==> src/rtl/alu_wide_sequencer.sv <==
// Splits one WORDS*8-bit request into byte operations on the 8-bit registered ALU,
// chaining carry LSB-first, and returns the assembled result over a valid/ready channel.
module alu_wide_sequencer #(
  parameter int unsigned WORDS = 4
) (
  input  logic                 clk,
  input  logic                 rst_n,
  input  logic                 req_valid,
  output logic                 req_ready,
  input  logic [2:0]           req_op,
  input  logic [8*WORDS-1:0]   req_a,
  input  logic [8*WORDS-1:0]   req_b,
  input  logic                 req_carry_in,
  output logic                 rsp_valid,
  input  logic                 rsp_ready,
  output logic [8*WORDS-1:0]   rsp_y,
  output logic                 rsp_carry,
  output logic                 rsp_zero,
  output logic                 rsp_negative,
  output logic                 rsp_err,
  output logic                 alu_en,
  output logic [2:0]           alu_op,
  output logic [7:0]           alu_a,
  output logic [7:0]           alu_b,
  output logic                 alu_carry_in,
  output logic                 alu_sat_enable,
  output logic [1:0]           alu_cmp_mode,
  output logic [2:0]           alu_shift_amt,
  input  logic [7:0]           alu_y,
  input  logic                 alu_carry_out,
  input  logic                 alu_zero,
  input  logic                 alu_negative
);

  localparam int unsigned W  = 8 * WORDS;
  localparam int unsigned KW = $clog2(WORDS);

  localparam logic [2:0] OP_ADD = 3'd0;
  localparam logic [2:0] OP_SUB = 3'd1;
  localparam logic [2:0] OP_XOR = 3'd4;

  typedef enum logic [1:0] {
    S_IDLE,
    S_ISSUE,
    S_CAPTURE,
    S_RESP
  } state_e;

  state_e          state_q, state_d;
  logic [2:0]      op_q, op_d;
  logic [W-1:0]    a_q, a_d;
  logic [W-1:0]    b_q, b_d;
  logic            cin_q, cin_d;
  logic            chain_q, chain_d;
  logic [KW-1:0]   k_q, k_d;

  logic            req_ready_q, req_ready_d;
  logic            rsp_valid_q, rsp_valid_d;
  logic [W-1:0]    rsp_y_q, rsp_y_d;
  logic            rsp_carry_q, rsp_carry_d;
  logic            rsp_zero_q, rsp_zero_d;
  logic            rsp_negative_q, rsp_negative_d;
  logic            rsp_err_q, rsp_err_d;

  logic            alu_en_q, alu_en_d;
  logic [2:0]      alu_op_q, alu_op_d;
  logic [7:0]      alu_a_q, alu_a_d;
  logic [7:0]      alu_b_q, alu_b_d;
  logic            alu_cin_q, alu_cin_d;

  // State and datapath registers
  always_ff @(posedge clk or negedge rst_n) begin
    if (!rst_n) begin
      state_q        <= S_IDLE;
      op_q           <= 3'd0;
      a_q            <= '0;
      b_q            <= '0;
      cin_q          <= 1'b0;
      chain_q        <= 1'b0;
      k_q            <= '0;
      req_ready_q    <= 1'b1;
      rsp_valid_q    <= 1'b0;
      rsp_y_q        <= '0;
      rsp_carry_q    <= 1'b0;
      rsp_zero_q     <= 1'b1;
      rsp_negative_q <= 1'b0;
      rsp_err_q      <= 1'b0;
      alu_en_q       <= 1'b0;
      alu_op_q       <= 3'd0;
      alu_a_q        <= 8'd0;
      alu_b_q        <= 8'd0;
      alu_cin_q      <= 1'b0;
    end else begin
      state_q        <= state_d;
      op_q           <= op_d;
      a_q            <= a_d;
      b_q            <= b_d;
      cin_q          <= cin_d;
      chain_q        <= chain_d;
      k_q            <= k_d;
      req_ready_q    <= req_ready_d;
      rsp_valid_q    <= rsp_valid_d;
      rsp_y_q        <= rsp_y_d;
      rsp_carry_q    <= rsp_carry_d;
      rsp_zero_q     <= rsp_zero_d;
      rsp_negative_q <= rsp_negative_d;
      rsp_err_q      <= rsp_err_d;
      alu_en_q       <= alu_en_d;
      alu_op_q       <= alu_op_d;
      alu_a_q        <= alu_a_d;
      alu_b_q        <= alu_b_d;
      alu_cin_q      <= alu_cin_d;
    end
  end

  // Next-state, result assembly and registered ALU drive
  always_comb begin
    state_d        = state_q;
    op_d           = op_q;
    a_d            = a_q;
    b_d            = b_q;
    cin_d          = cin_q;
    chain_d        = chain_q;
    k_d            = k_q;
    rsp_y_d        = rsp_y_q;
    rsp_carry_d    = rsp_carry_q;
    rsp_zero_d     = rsp_zero_q;
    rsp_negative_d = rsp_negative_q;
    rsp_err_d      = rsp_err_q;
    alu_en_d       = 1'b0;
    alu_op_d       = 3'd0;
    alu_a_d        = 8'd0;
    alu_b_d        = 8'd0;
    alu_cin_d      = 1'b0;

    case (state_q)
      S_IDLE: begin
        if (req_valid) begin
          op_d           = req_op;
          a_d            = req_a;
          b_d            = req_b;
          cin_d          = req_carry_in;
          chain_d        = 1'b0;
          k_d            = '0;
          rsp_y_d        = '0;
          rsp_carry_d    = 1'b0;
          rsp_zero_d     = 1'b1;
          rsp_negative_d = 1'b0;
          rsp_err_d      = (req_op > OP_XOR);
          state_d        = (req_op > OP_XOR) ? S_RESP : S_ISSUE;
        end
      end
      S_ISSUE: begin
        state_d = S_CAPTURE;
      end
      S_CAPTURE: begin
        rsp_y_d[8*k_q +: 8] = alu_y;
        rsp_zero_d          = rsp_zero_q & alu_zero;
        chain_d             = alu_carry_out;
        if (k_q == KW'(WORDS - 1)) begin
          rsp_negative_d = alu_negative;
          rsp_carry_d    = ((op_q == OP_ADD) || (op_q == OP_SUB)) ? alu_carry_out : 1'b0;
          state_d        = S_RESP;
        end else begin
          k_d     = k_q + KW'(1);
          state_d = S_ISSUE;
        end
      end
      S_RESP: begin
        if (rsp_valid_q && rsp_ready) begin
          state_d = S_IDLE;
        end
      end
      default: begin
        state_d = S_IDLE;
      end
    endcase

    // An error response spends one cycle in RESP before rsp_valid rises
    req_ready_d = (state_d == S_IDLE);
    rsp_valid_d = (state_d == S_RESP) && (state_q != S_IDLE);

    if (state_d == S_ISSUE) begin
      alu_en_d = 1'b1;
      alu_a_d  = a_d[8*k_d +: 8];
      alu_b_d  = b_d[8*k_d +: 8];
      case (op_d)
        OP_ADD: begin
          alu_op_d  = OP_ADD;
          alu_cin_d = (k_d == '0) ? cin_d : chain_d;
        end
        OP_SUB: begin
          // Upper bytes add ~b with the not-borrow chain
          if (k_d == '0) begin
            alu_op_d  = OP_SUB;
            alu_cin_d = 1'b0;
          end else begin
            alu_op_d  = OP_ADD;
            alu_b_d   = ~b_d[8*k_d +: 8];
            alu_cin_d = chain_d;
          end
        end
        default: begin
          alu_op_d  = op_d;
          alu_cin_d = 1'b0;
        end
      endcase
    end
  end

  assign req_ready      = req_ready_q;
  assign rsp_valid      = rsp_valid_q;
  assign rsp_y          = rsp_y_q;
  assign rsp_carry      = rsp_carry_q;
  assign rsp_zero       = rsp_zero_q;
  assign rsp_negative   = rsp_negative_q;
  assign rsp_err        = rsp_err_q;
  assign alu_en         = alu_en_q;
  assign alu_op         = alu_op_q;
  assign alu_a          = alu_a_q;
  assign alu_b          = alu_b_q;
  assign alu_carry_in   = alu_cin_q;
  assign alu_sat_enable = 1'b0;
  assign alu_cmp_mode   = 2'd0;
  assign alu_shift_amt  = 3'd0;

endmodule
==> config.mk <==
export PLATFORM = sky130hd
export DESIGN_NAME = alu_wide_sequencer
export DESIGN_NICKNAME = d
export VERILOG_FILES = /design/src/rtl/alu_wide_sequencer.sv
export SDC_FILE = /design/constraint.sdc
export NUM_CORES = 1
export LEC_CHECK = 0
export CORE_MARGIN = 1
export CORE_UTILIZATION = 45
export CTS_BUF_LIST = sky130_fd_sc_hd__clkbuf_4
export DETAILED_ROUTE_END_ITERATION = 8
export PLACE_DENSITY = 0.78
export SLEW_MARGIN = 20
export SYNTH_ARGS = -nofsm -noshare
export SYNTH_HDL_FRONTEND = slang
export SYNTH_SLANG_ARGS = --single-unit
==> constraint.sdc <==
create_clock -name clk -period 2.5 [get_ports clk]
set_input_delay 0.25 -clock clk [delete_from_list [all_inputs] [get_ports clk]]
set_output_delay 0.25 -clock clk [all_outputs]
set_load 0.01 [all_outputs]
==> insert_results.sql, run 1 <==
INSERT INTO impl_metrics (metric_group, metric, value, unit) VALUES
('status', 'outcome', 'completed', ''),
('yosys', 'ys_ff_latch', '132', ''),
('floorplanning', 'initial_utilization', '46.8', '%'),
('floorplanning', 'die_outline_area', '13100', 'sq um'),
('pwr', 'power.clock.fraction', '17.6', '%'),
('floorplanning', 'die_height', '114', 'um'),
('finish', 'area_growth_syn_to_layout', '33.1', '%'),
('hold_path', 'min-delay-path-class', 'input pin to flip-flop', ''),
('detailed_routing', 'antenna_left', '0', ''),
('sta', 'final-max-slew-violation-count', '0', ''),
('detailed_routing', 'route.final.wire_length', '14300', 'um'),
('yosys', 'adder_cell_share_of_the_synthesized_area', '1.10', '%'),
('worst_setup_path', 'ff_to_ff_setup_slack', '0.25', 'ns'),
('pwr', 'power_report.internal_total', '5680', 'uW'),
('yosys', 'postSynthCellCount', '556', ''),
('sta', 'max_freq', '445', 'MHz'),
('sta', 'final.setup_skew', '0.0144', 'ns'),
('global_routing', 'first_global_vias', '4684', ''),
('global_routing', 'antenna_found_initial', '0', ''),
('clock_tree', 'sink_count', '132', ''),
('detailed_routing', 'drt-vias-per-instance', '5.36', ''),
('floorplanning', 'i_o_pin_count', '148', ''),
('sta', 'unrepaired_setup_endpoints_after_global_routing', 'false', ''),
('clock_tree', 'cts.htree.levels', '4', ''),
('yosys', 'seq_area_frac_synth', '58.1', '%'),
('clock_tree', 'clock_path_buffers', '2', ''),
('pwr', 'leakage_power_of_the_design', '0.00361', 'uW'),
('detailed_routing', 'violation_count_after_the_first_detailed_routing_iteration', '357', ''),
('finish', 'layout.area.seq', '3310', 'sq um'),
('pwr', 'power_frac_comb', '43.0', '%'),
('sta', 'fin_ws', '0.251', 'ns'),
('pwr', 'power_density', '1190', 'nW/um^2'),
('floorplanning', 'floorplan.core_area', '12200', 'sq um'),
('hold_path', 'timing.hold.worst_endpoint', 'a_q[12]', ''),
('yosys', 'synth_top_family_by_area', 'simple AND/OR/NAND/NOR gates', ''),
('yosys', 'ys_async_sr_fraction', '100', '%'),
('clock_tree', 'worst_skew_late_latency', '0.51', 'ns'),
('sta', 'final-setup-viol-count', '0', ''),
('sta', 'finalWorstPathRequiredPeriod', '2.25', 'ns'),
('worst_setup_path', 'critical_path.endpoint_type', 'flip-flop', ''),
('worst_setup_path', 'worst_r2r_path_depth', '7', ''),
('global_routing', 'grt_start_max_net_pins', '87', ''),
('yosys', 'ys_types', '43', ''),
('worst_setup_path', 'r2r_end', 'alu_b[3]', ''),
('pwr', 'p_sw_share', '36.9', '%'),
('finish', 'post_route_cells_drive_above_1_share', '8.05', '%'),
('placed_design', 'place.port_buffers', '141', ''),
('finish', 'area_of_combinational_cells_with_multiple_inputs', '2160', 'sq um'),
('yosys', 'dominantRegCellSynth', 'sky130_fd_sc_hd__dfrtp_1', ''),
('global_routing', 'groute.usage.overall', '23.2', '%'),
('floorplanning', 'std_cell_rows', '40', ''),
('clock_tree', 'cts.root.buffer_cell', 'sky130_fd_sc_hd__clkbuf_4', ''),
('pwr', 'irDropWorstVdd', '0.560', 'mV'),
('clock_tree', 'cts_inserted_buffers', '17', ''),
('sta', 'post-route-period-util', '90.0', '%'),
('detailed_routing', 'routedWlPerCell', '16.3', 'um'),
('run', 'max_cap_viol_count', '0', ''),
('yosys', 'post_synth_mux_area_share', '4.77', '%'),
('clock_tree', 'tritoncts', 'done', ''),
('worst_setup_path', 'worstReg2RegStart', 'k_q[1]', ''),
('finish', 'num-nets-final', '783', ''),
('sta', 'final.setup.tns', '0', 'ns'),
('detailed_routing', 'remaining_routing_drc_violations', '0', ''),
('yosys', 'syn_area_per_cell', '10.2', 'sq um'),
('finish', 'num_antenna_cells', '0', ''),
('placed_design', 'dp.cells', '843', ''),
('yosys', 'synth.cell_area', '5690', 'sq um'),
('hold_path', 'hold_path_depth', '3', ''),
('finish', 'layout.filler_cells', '962', ''),
('sta', 'tightest_slew', '0.814', 'ns'),
('worst_setup_path', 'worstPathMaxFanout', '8', '');
==> worst max-delay path, stage by stage (launching register included) <==
cell and delay [ns]:
sky130_fd_sc_hd__dfrtp_1 0.50, sky130_fd_sc_hd__inv_1 0.10, sky130_fd_sc_hd__ha_1 0.24, sky130_fd_sc_hd__nor3b_4 0.33
sky130_fd_sc_hd__a21oi_2 0.13, sky130_fd_sc_hd__a211oi_1 0.30, sky130_fd_sc_hd__nand2b_1 0.37, sky130_fd_sc_hd__mux2i_1 0.15
==> worst max-delay path by stage <==
| stage | start | to | slack, ns | cells past startpoint |
|---|---|---|---|---|
| global route | k_q[1] | alu_b[0] | 0.07 | 8 |
| detailed placement | req_valid | alu_carry_in | 0.16 | 6 |
| global placement | req_valid | alu_b[1] | 0.29 | 6 |
| finish | k_q[1] | alu_b[3] | 0.25 | 7 |
| floorplan | k_q[0] | alu_b[5] | 0.55 | 8 |
| CTS | k_q[1] | alu_b[0] | 0.19 | 8 |
==> kinds of logic (layout without fill, tap and decap cells) <==
family,count (synthesis),count (layout)
compound gates,109,109
fa+ha+maj,5,5
buf+inv,47,194
flops,132,132
mux,27,27
other cells,1,6
simple gates,235,235
==> repair_timing <==
| item | 4_1_cts | 5_1_grt |
|---|---|---|
| endpoints found under the hold margin | 72 | 0 |
| hold buffers | 1 | 0 |
| buffers inserted | 0 | 0 |
| resized for setup | 0 | 2 |
| setup endpoints to repair | 0 | 1 |
==> cells in the mapped netlist, types with 4 or more instances <==
master / instances / share of area [%]
sky130_fd_sc_hd__nand2_1: 212 / 14
sky130_fd_sc_hd__dfrtp_1: 130 / 57
sky130_fd_sc_hd__a22o_1: 33 / 5.1
sky130_fd_sc_hd__mux2i_1: 26 / 4.6
sky130_fd_sc_hd__o21ai_0: 17 / 1.5
sky130_fd_sc_hd__a221oi_1: 16 / 2.5
sky130_fd_sc_hd__clkbuf_1: 16 / 1.1
sky130_fd_sc_hd__buf_2: 13 / 1.1
sky130_fd_sc_hd__o21a_1: 9 / 1.2
sky130_fd_sc_hd__o221ai_1: 8 / 1.2
sky130_fd_sc_hd__o22ai_1: 8 / 0.88
sky130_fd_sc_hd__a21oi_1: 7 / 0.62
sky130_fd_sc_hd__buf_4: 7 / 0.92
sky130_fd_sc_hd__ha_1: 5 / 1.1
sky130_fd_sc_hd__buf_6: 4 / 0.79
sky130_fd_sc_hd__inv_1: 4 / 0.26
sky130_fd_sc_hd__nand2b_1: 4 / 0.44
sky130_fd_sc_hd__nor2_1: 4 / 0.26
==> flip-flops by register name, summed over array words and instances (netlist names) <==
register and flops:
a_q 32, b_q 32, rsp_y 32, alu_a 8, alu_b 8, alu_op 3
op_q 3, k_q 2, state_q 2, alu_carry_in 1, alu_en 1, chain_q 1
cin_q 1, req_ready 1, rsp_carry 1, rsp_err 1, rsp_negative 1, rsp_valid 1
rsp_zero 1
==> area by class of cell <==
type	count	area share, %
Clock buffer	18	1.78
Clock inverter	14	2.44
Inverter	6	0.330
Multi-Input combinational cell	382	28.5
Sequential cell	132	43.6
Tap cell	168	2.77
Timing Repair Buffer	156	20.5
==> through the flow <==
stage	utilization (%)	total power [uW]	hold slack (ns)	cell area, sq um
detailed placement	59.6	7430	0.318	7240
global placement	59.6	7280	0.304	7240
global route	62.3	9610	0.212	7580
finish	62.3	9000	0.248	7580
CTS	62.3	9020	0.221	7570
floorplan	-	5900	-0.0456	5710
==> power by group through the flow <==
stage,logic (uW),registers (uW),clock network [uW]
finish,3870,3550,1590
global route,4260,3650,1710
CTS,3860,3550,1610
detailed placement,3850,3580,0
global placement,3730,3560,0
floorplan,2340,3570,0
==> layer usage <==
metal	vias to the layer above	share of wire, %	track usage, %
li1	2179	-	-
met1	2265	44	31.2
met2	224	47	36.7
met3	27	7.2	5.93
met4	0	1.8	8.14
met5	-	0	0
==> placed cells by master, fill, tap and decap left out, types with 5 or more instances in the layout <==
master and n:
sky130_fd_sc_hd__nand2_1 212, sky130_fd_sc_hd__clkdlybuf4s50_1 140, sky130_fd_sc_hd__dfrtp_1 130, sky130_fd_sc_hd__a22o_1 33
sky130_fd_sc_hd__mux2i_1 26, sky130_fd_sc_hd__clkbuf_4 18, sky130_fd_sc_hd__o21ai_0 17, sky130_fd_sc_hd__a221oi_1 16
sky130_fd_sc_hd__buf_4 12, sky130_fd_sc_hd__o21a_1 9, sky130_fd_sc_hd__o221ai_1 8, sky130_fd_sc_hd__o22ai_1 8
sky130_fd_sc_hd__a21oi_1 7, sky130_fd_sc_hd__conb_1 6, sky130_fd_sc_hd__ha_1 5
Note: power is estimated with default switching activity, not from simulation.
==> run 2, diff against run 1 <==
- CELL_PAD_IN_SITES_DETAIL_PLACEMENT: unset -> 2
- CELL_PAD_IN_SITES_GLOBAL_PLACEMENT: unset -> 2
- CORE_UTILIZATION: 45 -> 31
- PLACE_DENSITY: 0.78 -> 0.85
==> insert_results.sql, run 2 (same netlist as run 1, synthesis figures left out) <==
INSERT INTO impl_metrics (metric_group, metric, value, unit) VALUES
('status', 'outcome', 'completed', ''),
('clock_tree', 'cts.root.buffer_cell', 'sky130_fd_sc_hd__clkbuf_4', ''),
('sta', 'final-max-slew-violation-count', '0', ''),
('worst_setup_path', 'cp_data_arrival_time', '2.82', 'ns'),
('clock_tree', 'clock_path_buffers', '2', ''),
('sta', 'final.setup_skew', '0.0123', 'ns'),
('worst_setup_path', 'worstReg2RegStart', 'k_q[1]', ''),
('sta', 'max_freq', '430', 'MHz'),
('detailed_routing', 'route.final.wire_length', '18900', 'um'),
('detailed_routing', 'drt-vias-per-instance', '5.07', ''),
('pwr', 'p_sw', '3690', 'uW'),
('pwr', 'p_seq_share', '39.0', '%'),
('finish', 'finalCoreUtilization', '42.7', '%'),
('finish', 'layout.filler_cells', '1901', ''),
('floorplanning', 'initial_utilization', '31.7', '%'),
('worst_setup_path', 'critPathBufInv', '2', ''),
('finish', 'post_route_cells_drive_above_1_share', '8.49', '%'),
('placed_design', 'globalplace.congestion', '0.806', ''),
('pwr', 'fin_total_pwr', '9350', 'uW'),
('sta', 'whs', '0.175', 'ns'),
('worst_setup_path', 'critPathRequiredTime', '2.99', 'ns'),
('worst_setup_path', 'critical_path.max_stage_delay', '0.52', 'ns'),
('finish', 'area_growth_syn_to_layout', '34.8', '%'),
('placed_design', 'post-dp-hpwl', '13500', 'um'),
('sta', 'final-setup-viol-count', '0', ''),
('detailed_routing', 'drtPass1Iterations', '5', ''),
('detailed_routing', 'antenna_left', '0', ''),
('detailed_routing', 'violation_count_after_the_first_detailed_routing_iteration', '215', ''),
('floorplanning', 'die_height', '138', 'um'),
('sta', 'tightest_slew', '0.880', 'ns'),
('detailed_routing', 'detailroute.via_count', '4754', ''),
('worst_setup_path', 'worst_path_dominant_cell_family', 'compound AO/OA/AOI/OAI gates', ''),
('finish', 'final_common_cell', 'sky130_fd_sc_hd__nand2_1', ''),
('clock_tree', 'post-cts-setup-buffers', '0', ''),
('global_routing', 'overflow', '0', ''),
('pwr', 'power.clock.fraction', '17.8', '%'),
('worst_setup_path', 'worstPathMaxFanout', '20', ''),
('floorplanning', 'std_cell_rows', '49', ''),
('worst_setup_path', 'ff_to_ff_setup_slack', '0.17', 'ns'),
('pwr', 'leakage_power_of_the_design', '0.00363', 'uW'),
('run', 'max_cap_viol_count', '0', ''),
('clock_tree', 'clk_pin_slew', '0.13', 'ns'),
('worst_setup_path', 'worstSetupPathType', 'flip-flop to flip-flop', ''),
('global_routing', 'antenna_found_initial', '1', ''),
('global_routing', 'first_global_vias', '5104', ''),
('pwr', 'power_frac_comb', '43.2', '%'),
('sta', 'post-route-period-util', '93.1', '%'),
('sta', 'finalWorstPathRequiredPeriod', '2.33', 'ns'),
('floorplanning', 'die_w', '138', 'um'),
('clock_tree', 'cts.htree.levels', '4', ''),
('clock_tree', 'sink_count', '132', ''),
('worst_setup_path', 'crit_path_cell_trace', 'inv_1 > ha_1 > nor3b_4 > a21oi_2 > inv_4 > a221oi_1 > o22ai_1 > mux2i_1', ''),
('hold_path', 'min-delay-path-class', 'input pin to asynchronous set/reset pin', ''),
('sta', 'unrepaired_setup_endpoints_after_global_routing', 'false', ''),
('pwr', 'power_density', '1220', 'nW/um^2'),
('sta', 'finalHoldViolations', '0', ''),
('sta', 'maxSlewHeadroom', '41.4', '%'),
('pwr', 'p_sw_share', '39.5', '%'),
('detailed_routing', 'routedWlPerCell', '20.2', 'um'),
('detailed_routing', 'remaining_routing_drc_violations', '0', ''),
('clock_tree', 'cts_inserted_buffers', '17', ''),
('worst_setup_path', 'worst_r2r_path_depth', '8', ''),
('global_routing', 'grt_start_max_net_pins', '80', ''),
('worst_setup_path', 'r2r_end', 'alu_b[4]', ''),
('clock_tree', 'worst_skew_late_latency', '0.57', 'ns'),
('placed_design', 'place.port_buffers', '141', ''),
('worst_setup_path', 'critical_path.endpoint_type', 'flip-flop', ''),
('clock_tree', 'tritoncts', 'done', ''),
('pwr', 'irDropWorstVdd', '0.414', 'mV'),
('worst_setup_path', 'slowest_cp_cell', 'sky130_fd_sc_hd__dfrtp_1', ''),
('pwr', 'power_report.internal_total', '5650', 'uW'),
('worst_setup_path', 'launching_element_type_of_the_critical_path', 'flip-flop', ''),
('sta', 'final.setup.tns', '0', 'ns'),
('finish', 'layout_common_cells', 'sky130_fd_sc_hd__nand2_1 (212), sky130_fd_sc_hd__clkdlybuf4s50_1 (140), sky130_fd_sc_hd__dfrtp_1 (129), sky130_fd_sc_hd__a22o_1 (33), sky130_fd_sc_hd__mux2i_1 (26)', ''),
('floorplanning', 'die_outline_area', '18900', 'sq um'),
('floorplanning', 'i_o_pin_count', '148', ''),
('global_routing', 'groute.usage.overall', '20.9', '%'),
('floorplanning', 'floorplan.core_area', '18000', 'sq um'),
('global_routing', 'first_pass_grt_wire_length', '29100', 'um'),
('finish', 'num-nets-final', '782', '');
[run 2: changes by cell type in the layout (fill, tap and decap cells not counted), sizes merged]
cell      previous run  this run
buf                 15        14
clkbuf              18        17
clkinv               5         9
clkinvlp             4         1
diode                0         1
[run 2: final cells by class]
cell class / count / area, sq um / area share [%]
clock inverters: 15 / 208 / 2.71
clock buffers: 17 / 128 / 1.66
well taps: 229 / 287 / 3.73
inverters: 6 / 25.0 / 0.326
repair buffers: 155 / 1550 / 20.1
flip-flops and latches: 132 / 3310 / 43.1
multi-input cells: 382 / 2170 / 28.3
diodes: 1 / 2.50 / 0.0326
[run 2: worst max path at each step]
stage,cells after the start,slack (ns),start,end
floorplan,8,0.55,k_q[0],alu_b[5]
global route,8,0.03,k_q[1],alu_b[2]
CTS,8,0.03,k_q[0],alu_b[4]
global placement,7,0.16,req_valid,alu_b[2]
detailed placement,8,0.08,k_q[0],alu_b[6]
finish,8,0.17,k_q[1],alu_b[4]
[run 2: what timing repair did]
item | in CTS | in global routing
endpoints found under the hold margin | 45 | 0
gates resized for setup | 0 | 5
endpoints found under the setup margin | 0 | 8
hold buffers | 1 | 0
[run 2: power groups by stage]
stage	logic [uW]	clock network, uW	registers (uW)
2_1_floorplan	2340	0	3570
4_1_cts	4050	1720	3650
3_3_place_gp	3800	0	3610
5_1_grt	4410	1790	3750
3_5_place_dp	4000	0	3690
6_report	4040	1670	3640
[run 2: per-stage QoR]
| stage | std cells | setup slack (ns) | cell area [sq um] |
|---|---|---|---|
| 2_1_floorplan | 561 | 0.548 | 5710 |
| 5_1_grt | 937 | 0.0302 | 7670 |
| 6_report | 937 | 0.172 | 7670 |
| 4_1_cts | 936 | 0.0328 | 7660 |
| 3_5_place_dp | 903 | 0.0752 | 7310 |
| 3_3_place_gp | 903 | 0.160 | 7310 |
[run 2: routing by layer]
metal	vias to the layer above	share of wire [%]	track usage, %
li1	2175	-	-
met1	2429	44	26.6
met2	133	50	35.8
met3	17	4.0	3.64
met4	0	1.4	6.90
met5	-	0	0
